File: config.mk
export PLATFORM = sky130hd
export DESIGN_NAME = wave_param_loader
export DESIGN_NICKNAME = d
export VERILOG_FILES = /design/src/rtl/wave_param_loader.sv
export SDC_FILE = /design/constraint.sdc
export NUM_CORES = 1
export LEC_CHECK = 0
export BUFFER_PORTS_ARGS = -buffer_cell sky130_fd_sc_hd__buf_2
export CAP_MARGIN = 25
export CORE_AREA = 5 5 250 252
export DETAILED_ROUTE_END_ITERATION = 10
export DIE_AREA = 0 0 255 257
export GPL_ROUTABILITY_DRIVEN = 0
export HOLD_SLACK_MARGIN = 0.15
export PLACE_DENSITY = 0.68
export RECOVER_POWER = 100
export REMOVE_ABC_BUFFERS = 1
export SLEW_MARGIN = 15
export SYNTH_ARGS = -nofsm -noshare
export SYNTH_HDL_FRONTEND = slang
export SYNTH_SLANG_ARGS = --single-unit
File: constraint.sdc
create_clock -name clk -period 1.6 [get_ports clk]
set_input_delay 0.16 -clock clk [delete_from_list [all_inputs] [get_ports clk]]
set_output_delay 0.16 -clock clk [all_outputs]
set_load 0.05 [all_outputs]
File: src/rtl/wave_param_loader.sv
// Per-voice parameter loader for the eight-voice wave generator.
// Writes fill a shadow bank; a commit copies it to the live bank on the next sample tick.
module wave_param_loader (
    input  logic                clk,
    input  logic                reset,
    input  logic                sample_tick,
    input  logic                wr_valid,
    output logic                wr_ready,
    input  logic [2:0]          wr_chan,
    input  logic [1:0]          wr_field,
    input  logic [15:0]         wr_data,
    input  logic                commit_req,
    output logic                commit_pending,
    output logic                commit_done,
    output logic                err,
    output logic signed [127:0] amps,
    output logic [127:0]        offsets,
    output logic [127:0]        phasewords
);

    typedef enum logic {
        ACCEPT = 1'b0,
        ARMED  = 1'b1
    } state_t;

    localparam logic [1:0] FIELD_AMP    = 2'd0;
    localparam logic [1:0] FIELD_OFFSET = 2'd1;
    localparam logic [1:0] FIELD_PHASE  = 2'd2;

    state_t               r_state;
    logic [7:0][15:0]     r_sh_amp;
    logic [7:0][15:0]     r_sh_off;
    logic [7:0][15:0]     r_sh_phase;
    logic signed [127:0]  r_amps;
    logic [127:0]         r_offsets;
    logic [127:0]         r_phasewords;
    logic                 r_wr_ready;
    logic                 r_commit_pending;
    logic                 r_commit_done;
    logic                 r_err;
    logic                 w_wr_fire;

    // wr_ready is high exactly in ACCEPT, so the handshake also implies ACCEPT.
    assign w_wr_fire = wr_valid & r_wr_ready;

    always_ff @(posedge clk) begin
        if (reset) begin
            r_state          <= ACCEPT;
            r_sh_amp         <= '0;
            r_sh_off         <= '0;
            r_sh_phase       <= '0;
            r_amps           <= '0;
            r_offsets        <= '0;
            r_phasewords     <= '0;
            r_wr_ready       <= 1'b1;
            r_commit_pending <= 1'b0;
            r_commit_done    <= 1'b0;
            r_err            <= 1'b0;
        end else begin
            r_commit_done <= 1'b0;
            case (r_state)
                ACCEPT: begin
                    if (w_wr_fire) begin
                        case (wr_field)
                            FIELD_AMP:    r_sh_amp[wr_chan]   <= wr_data;
                            FIELD_OFFSET: r_sh_off[wr_chan]   <= wr_data;
                            FIELD_PHASE:  r_sh_phase[wr_chan] <= wr_data;
                            default:      r_err               <= 1'b1;
                        endcase
                    end
                    // A tick in this same cycle is deliberately not used for the copy.
                    if (commit_req) begin
                        r_state          <= ARMED;
                        r_wr_ready       <= 1'b0;
                        r_commit_pending <= 1'b1;
                    end
                end
                ARMED: begin
                    if (sample_tick) begin
                        r_amps           <= r_sh_amp;
                        r_offsets        <= r_sh_off;
                        r_phasewords     <= r_sh_phase;
                        r_commit_done    <= 1'b1;
                        r_commit_pending <= 1'b0;
                        r_wr_ready       <= 1'b1;
                        r_state          <= ACCEPT;
                    end
                end
                default: begin
                    r_state          <= ACCEPT;
                    r_wr_ready       <= 1'b1;
                    r_commit_pending <= 1'b0;
                end
            endcase
        end
    end

    assign wr_ready       = r_wr_ready;
    assign commit_pending = r_commit_pending;
    assign commit_done    = r_commit_done;
    assign err            = r_err;
    assign amps           = r_amps;
    assign offsets        = r_offsets;
    assign phasewords     = r_phasewords;

endmodule

# Word-level counts from Yosys, hierarchy flattened
# Index checks and enable logic that the tools add are counted.
# classes
add_sub_neg,0
n_mul,0
n_div,0
magnitude_cmp,2
n_eq_ne,4
shifts,0
muxes,15
bitwise_logic,3
n_reduce_logical,10
# ops
operator,n
$bwmux W128,3
$demux W16 S3,1
$mux W16,1
$reduce_and A3 Y1,4
$mux W1,7
$pmux W1 S2,3
$lt A3 B4 Y1 const B,1
$ne A2 B2 Y1 const B,2
$reduce_and A2 Y1,2
$ge A3 B1 Y1 const B,1
$reduce_or A3 Y1,1
$eq A2 B1 Y1 const B,1
$eq A2 B2 Y1 const B,1
$logic_not A2 Y1,1
$not A1 Y1,2
$reduce_or A2 Y1,1
$and A1 B1 Y1,1
$logic_and A1 B1 Y1,1
# totals
ff_bits,773
latch_bits,0
ram_bits,0
romBits,0
in_bits,26
output_inout_bits,388
memories,0

# Longest topological paths before layout
# Gate-level depths: netlist (run 1).
# depth
ltp_word,5
ltp_mapped,6
mapped_depth_nobuf,3

# Least setup slack after synthesis (run 1)
# Ideal clock, no wire load.
# synth_path
kind,reg-to-reg
start,"register r_wr_ready, in the netlist wr_ready"
end,register r_sh_amp[69] (netlist bit)
t_arrival_ns,1.700
path_slack_ns,-0.232
path_stages_with_launch,7
n_path_buf,3
synth_period_minus_slack_ns,1.832
cell_sequence,dfxtp_1 -> and4bb_1 -> buf_6 -> buf_6 -> nand3_4 -> buf_6 -> mux2i_1
# synth_between
elab_chain_len,2
# synth_lines
item,line,text
start: declaration,37,logic r_wr_ready;
start signal: assignment,55,r_wr_ready <= 1'b1;
start signal: assignment,74,r_wr_ready <= 1'b0;
start signal: assignment,85,r_wr_ready <= 1'b1;
$and A1 B1 Y1,44,assign w_wr_fire = wr_valid & r_wr_ready;
$reduce_and A3 Y1 (no source line),-,
end signal: indexed assignment,65,FIELD_AMP: r_sh_amp[wr_chan] <= wr_data;
end: declaration,31,logic [7:0][15:0] r_sh_amp;
# Every way passes these cells.
# A chain may end at the register's enable or synchronous reset.

# Worst setup path in the final report (run 1)
# layout_path
start,register r_state
end,"register r_phasewords[111], in the netlist phasewords[111]"
# layout_between
elab_chain_len,1
# layout_lines
item,line,text
start: declaration,30,state_t r_state;
start signal: assignment,48,r_state <= ACCEPT;
start signal: assignment,73,r_state <= ARMED;
start signal: assignment,86,r_state <= ACCEPT;
$reduce_and A2 Y1 (no source line),-,
end signal: assignment,82,r_phasewords <= r_sh_phase;
end: declaration,36,logic [127:0] r_phasewords;
# Every way passes these cells.

==> results of run 1 <==
==> worst reg2reg max path: stages (launching register included) <==
cell and delay [ns]:
dfxtp_2 0.34, buf_4 0.14, a21oi_4 0.19, buf_12 0.23, clkbuf_1 0.37, a22o_1 0.22
==> through the flow <==
stage / power, mW / setup slack [ns]
2_1_floorplan: 20.46 / -11.99
3_3_place_gp: 21.37 / 0.07305
3_5_place_dp: 21.39 / 0.05404
4_1_cts: 40.51 / 0.04219
5_1_grt: 41.45 / -0.01710
6_report: 40.16 / 0.05369
==> sequential cells by signal, indices dropped and copies added (netlist names), 128 cells and up <==
| register | flops |
|---|---|
| phasewords | 128 |
| r_sh_off | 128 |
| offsets | 128 |
| r_sh_phase | 128 |
| r_sh_amp | 128 |
| amps | 128 |
==> worst max path at each step <==
| stage | slack (ns) | endpoint | depth (start not counted) |
|---|---|---|---|
| final | 0.05 | phasewords[111] | 5 |
| after global routing | -0.02 | r_sh_phase[14] | 5 |
| after CTS | 0.04 | r_sh_phase[15] | 5 |
| after detailed placement | 0.05 | r_sh_phase[14] | 5 |
| after global placement | 0.07 | r_sh_phase[15] | 5 |
| after floorplan | -11.99 | commit_done | 2 |
==> report_power, final <==
group	internal [mW]	switching (mW)
sequential	19.3	0.0462
clock	11.6	7.51
combinational	0.587	1.06
==> logic make-up (layout without fill, tap and decap cells) <==
| family | Yosys count | count (layout) | synth area share |
|---|---|---|---|
| flip-flops | 773 | 773 | 0.5820 |
| AND/OR/NAND/NOR | 444 | 444 | 0.1118 |
| AO/OA/AOI/OAI | 389 | 389 | 0.1278 |
| multiplexers | 384 | 384 | 0.1446 |
| buffers and inverters | 196 | 685 | 0.03388 |
| other | 0 | 1 | 0 |
==> layer usage <==
layer / track usage / vias to the layer above
met1: 0.2978 / 9202
li1: - / 8596
met4: 0.06484 / 0
met2: 0.3668 / 535
met5: 0 / -
met3: 0.03908 / 94
==> repair_timing <==
action                     4_1_cts  5_1_grt
hold endpoints to repair       385        0
resized for setup                0        7
setup buffers                    0        0
setup endpoints to repair        0       74
hold buffers                    22        0
==> layout by cell type, fill, tap and decap left out, types with 22 or more instances in the layout <==
cell           synthesis  final
dfxtp_1              773    772
nand2b_1             400    384
mux2i_1              384    384
a22o_1               384    384
clkbuf_2               0    360
clkbuf_16              0     80
buf_2                 39     59
buf_4                 17     45
buf_12                 0     44
clkbuf_8               0     28
dlygate4sd3_1          0     22
==> layout make-up <==
cell class	count	area (um2)	area share
multi-input cells	1217	10250	0.3092
well taps	782	978.4	0.02950
clock buffers	119	2397	0.07227
flip-flops and latches	773	15480	0.4666
diodes	1	2.502	0.00007544
inverters	1	3.754	0.0001132
clock inverters	22	347.8	0.01049
repair buffers	543	3709	0.1118
==> impl_metrics.csv, run 1 <==
group,metric,value,unit
synthesis,synth_edf_count,0,
flow_run,cap_violations,0,
synthesis,synth.most_common_cell,"dfxtp_1",
die,core-area,59910,um2
die,dieWidth,255,um
synthesis,synth_area_leaders,"dfxtp_1 58%, mux2i_1 14%, a22o_1 13%",
worst_setup_path,cp-end-kind,"flip-flop",
die,start_util,0.4439,
worst_setup_path,max_stage_delay,0.35,ns
final_layout,fin_util,0.5537,
power_and_ir_drop,leakage,15.92,nW
synthesis,ys.flop_type,"dfxtp_1",
global_routing,grt_pass1_vias,18690,
synthesis,ys_seq_area_frac,0.5820,
global_routing,grt_util_all_layers,0.2215,
worst_hold_path,min_path_type,"in2reg",
timing,worst_slew_pin_slew,0.4833,ns
run_status,status,"complete, no violations",
worst_setup_path,timing.critical_path.from,"r_state",
timing,finalHoldViolCount,0,
cts,clockBufferDepth,3,
final_layout,nets,2640,
placement,dp_cells,3292,
final_layout,design_area,33170,um2
die,dieArea,65540,um2
synthesis,avgSynthCellArea,12.16,um2
cts,clk_pin_slew,0.06,ns
synthesis,synth_top_cell_area_share,0.5820,
timing,min_period_over_period,0.9664,
placement,numPortBuffers,413,
cts,htree_num_levels,3,
worst_setup_path,cp.arrival,2.09,ns
final_layout,drive_above_1_share,0.2576,
synthesis,ys.warnings.count,0,
timing,fmax,646.7,MHz
timing,period_minus_slack,1.546,ns
worst_setup_path,cp.required,2.14,ns
synthesis,syn_inst,2186,
synthesis,synthTopCellsByCount,"773 x dfxtp_1, 400 x nand2b_1, 384 x a22o_1, 384 x mux2i_1, 127 x clkbuf_1",
placement,dpl-instance-area,30260,um2
global_routing,grt_max_degree,64,
worst_setup_path,timing.rr.end,"phasewords[111]",
cts,root_buffer,"clkbuf_16",
timing,drv_slew,0,
route,drc,0,
worst_setup_path,timing.critical_path.cells,"buf_4 -> a21oi_4 -> buf_12 -> clkbuf_1 -> a22o_1",
synthesis,async_flop_share,0,
die,ioPinCount,414,
worst_setup_path,crit_family,"buffers and inverters",
die,die_y,257,um
route,routedWlPerCell,22.02,um
die,rows,90,
cts,cts_made_buffers,78,
worst_setup_path,worstReg2RegStart,"r_state",
route,ant_nets,0,
synthesis,netlist-cell-type-count,33,
global_routing,grt_pass1_wl,114300,um
worst_setup_path,r2r_cells,5,
cts,cts_tree,"built",
placement,hpwl,49220,um
worst_setup_path,worstPathMaxFanout,24,
synthesis,ys_ff_latch,773,
route,via_count,18430,
worst_setup_path,r2r_slack,0.05,ns
final_layout,nFillCells,5040,
timing,whs,0.1944,ns
cts,cts.sinks,773,
route,highest_layer,"met4",
route,via_per_inst,5.329,
synthesis,yosys.area.top_type,"dfxtp_1",
route,wl_met3,4016,um
worst_hold_path,hold-path-cell-count,4,
cts,clkLatencyLatePin,0.60,ns
power_and_ir_drop,vdd_drop_max,0.6892,mV
global_routing,grt_antenna_before_repair,1,
worst_setup_path,critPathBufInv,3,
worst_hold_path,holdPathEnd,"r_sh_off[107]",
synthesis,netlist_area,26590,um2
timing,fin_skew,0.02183,ns
route,first_iter_violations,1117,
final_layout,layout.cells.non_filler,3458,
route,routed_wl,76160,um
timing,tns,0,ns
timing,setup_viol,0,
worst_setup_path,startpoint_type,"flip-flop",
worst_setup_path,critPathKind,"reg2reg",
timing,max_slew_margin,0.6751,
worst_setup_path,crit_path_top_delay_cell,"clkbuf_1",
final_layout,areaGrowthSynthToFinish,24.74,%
route,firstDrtPassIters,5,
route,m1WireLength,33900,um
route,met2_length,36520,um
global_routing,overflow,0,
worst_hold_path,hp-start,"wr_chan[2]",
power_and_ir_drop,powerDensity,1211,nW/um2
Note: power is estimated with default switching activity, not from simulation.
==> run 2, diff against run 1 <==
ABC_AREA = 1   (was default)
CORE_AREA = 5 5 253 255   (was 5 5 250 252)
DIE_AREA = 0 0 258 260   (was 0 0 255 257)
PLACE_DENSITY = 0.65   (was 0.68)
clock period = 1.8 ns   (was 1.6 ns; I/O delays follow)
==> impl_metrics.csv, run 2 <==
group,metric,value,unit
run_status,status,"complete, no violations",
route,routed_wl,84570,um
final_layout,drive_above_1_share,0.1054,
die,ioPinCount,414,
final_layout,layout_common_cells,"773 x dfxtp_1, 676 x nor2_1, 584 x nand2_1, 398 x nand3_1",
synthesis,synthAdderAreaFrac,0,
synthesis,synth.most_common_cell,"dfxtp_1",
synthesis,synth_simple_gate_area_frac,0.2516,
placement,dpl_worst_slack,0.1563,ns
synthesis,synth_compound_area_frac,0.1106,
worst_setup_path,timing.critical_path.from,"phasewords[66]",
timing,min_period_over_period,0.9399,
final_layout,nets,3700,
synthesis,synth_edf_count,0,
power_and_ir_drop,leakage,13.69,nW
final_layout,nFillCells,5911,
global_routing,overflow,0,
synthesis,netlist_area,27330,um2
global_routing,grt_pass1_vias,20800,
power_and_ir_drop,power,35.97,mW
final_layout,layout_commonest_cell,"dfxtp_1",
timing,whs,0.1803,ns
global_routing,grt_util_all_layers,0.2388,
route,drc,0,
synthesis,synthTopCellsByCount,"773 x dfxtp_1, 679 x nor2_1, 584 x nand2_1, 398 x nand3_1, 288 x a22o_1",
synthesis,syn_inst,3334,
synthesis,synth_top_cell_area_share,0.5662,
synthesis,async_flop_share,0,
cts,clk_pin_slew,0.06,ns
final_layout,layout.cells.non_filler,4531,
synthesis,synth_top_family_by_area,"simple AND/OR/NAND/NOR gates",
worst_hold_path,min_path_type,"in2reg",
worst_setup_path,critPathBufInv,1,
route,via_per_inst,5.121,
worst_setup_path,critPathKind,"reg2out",
cts,cts_made_buffers,78,
cts,clockBufferDepth,3,
timing,max_slew_margin,0.5222,
placement,hpwl,50480,um
worst_setup_path,cp.required,1.62,ns
die,rows,91,
worst_setup_path,crit_path_top_delay_cell,"clkbuf_1",
cts,clkLatencyLatePin,0.62,ns
synthesis,yosys.area.top_type,"dfxtp_1",
worst_setup_path,worstPathMaxFanout,2,
die,dieArea,67080,um2
global_routing,grt_pass1_wl,127000,um
route,routedWlPerCell,18.66,um
synthesis,ys_seq_area_frac,0.5662,
worst_setup_path,timing.critical_path.cells,"clkbuf_1",
synthesis,avgSynthCellArea,8.198,um2
cts,htree_num_levels,3,
die,die_y,260,um
flow_run,cap_violations,0,
synthesis,synthMuxAreaShare,0,
route,via_count,23210,
placement,dp_cells,4372,
die,dieWidth,258,um
cts,root_buffer,"clkbuf_16",
timing,fin_skew,0.01254,ns
synthesis,synth_area_leaders,"dfxtp_1 57%, nor2_1 9.3%, a22o_1 9.2%",
global_routing,grt_max_degree,141,
worst_setup_path,cp.arrival,1.51,ns
worst_setup_path,crit_family,"buffers and inverters",
timing,fmax,591.1,MHz
synthesis,ys_ff_latch,773,
route,first_iter_violations,2104,
global_routing,grt_antenna_before_repair,5,
worst_hold_path,hp-start,"wr_data[5]",
die,core-area,61370,um2
timing,drv_slew,0,
power_and_ir_drop,vdd_drop_max,0.6919,mV
synthesis,ys.warnings.count,0,
timing,setup_viol,0,
timing,period_minus_slack,1.692,ns
timing,finalHoldViolCount,0,
worst_setup_path,worstReg2RegStart,"r_state",
cts,post-cts-setup-buffers,0,
route,ant_nets,0,
final_layout,areaGrowthSynthToFinish,20.97,%
timing,worst_slew_pin_slew,0.7167,ns
power_and_ir_drop,powerDensity,1088,nW/um2
placement,numPortBuffers,413,
synthesis,ys.flop_type,"dfxtp_1",
timing,worst_slack,0.1083,ns
die,start_util,0.4454,
worst_setup_path,max_stage_delay,0.50,ns
cts,cts.sinks,773,
worst_setup_path,startpoint_type,"flip-flop",
route,firstDrtPassIters,5,
synthesis,netlist-cell-type-count,16,
cts,cts_tree,"built",
worst_setup_path,cp-end-kind,"output port",
synthesis,synth_xor_area_frac,0,
[run 2: logic make-up (layout without fill, tap and decap cells)]
family / count (synthesis) / after routing
flip-flops: 773 / 773
other: 0 / 3
AND/OR/NAND/NOR: 1683 / 1683
AO/OA/AOI/OAI: 388 / 388
buffers and inverters: 490 / 894
[run 2: what timing repair did]
item	in CTS	in global routing
hold endpoints to repair	99	0
gates resized for setup	0	0
setup endpoints to repair	0	4
hold buffers	11	0
[run 2: routing by layer]
layer / vias up / track usage / routed length (um)
met1: 10850 / 0.3311 / 37140
met2: 776 / 0.3855 / 39410
met4: 4 / 0.07743 / 2255
met3: 135 / 0.03660 / 5727
li1: 11440 / - / -
met5: - / 0 / 27
[run 2: through the flow]
step | util | area, um2 | TNS [ns]
after floorplan | - | 26230 | -3843.22
after global placement | 0.4996 | 30660 | 0
after detailed placement | 0.4996 | 30660 | 0
after CTS | 0.5452 | 33460 | 0
after global routing | 0.5387 | 33060 | -0.08369
final | 0.5387 | 33060 | 0
[run 2: worst paths after layout]
| path | end | slack, ns | depth (start not counted) |
|---|---|---|---|
| hold / removal | r_sh_amp[37] | 0.18 | 6 |
| setup reg to reg | r_sh_amp[48] | 0.12 | 7 |
| hold reg to reg | offsets[117] | 0.45 | 2 |
| setup / recovery | phasewords[66] | 0.11 | 1 |
[run 2: where the power goes]
group / switching [mW] / internal [mW] / total, mW
sequential: 0.0638 / 17.2 / 17.3
clock: 6.95 / 9.91 / 16.9
combinational: 1.36 / 0.476 / 1.83
[run 2: final cells by class]
cell class | instances | area [um2] | share of cell area
repair buffers | 523 | 3098 | 0.09370
flip-flops and latches | 773 | 15470 | 0.4681
well taps | 790 | 988.4 | 0.02990
clock buffers | 110 | 2275 | 0.06880
clock inverters | 34 | 416.7 | 0.01260
inverters | 227 | 869.6 | 0.02630
multi-input cells | 2071 | 9932 | 0.3004
diodes | 3 | 7.507 | 0.0002271
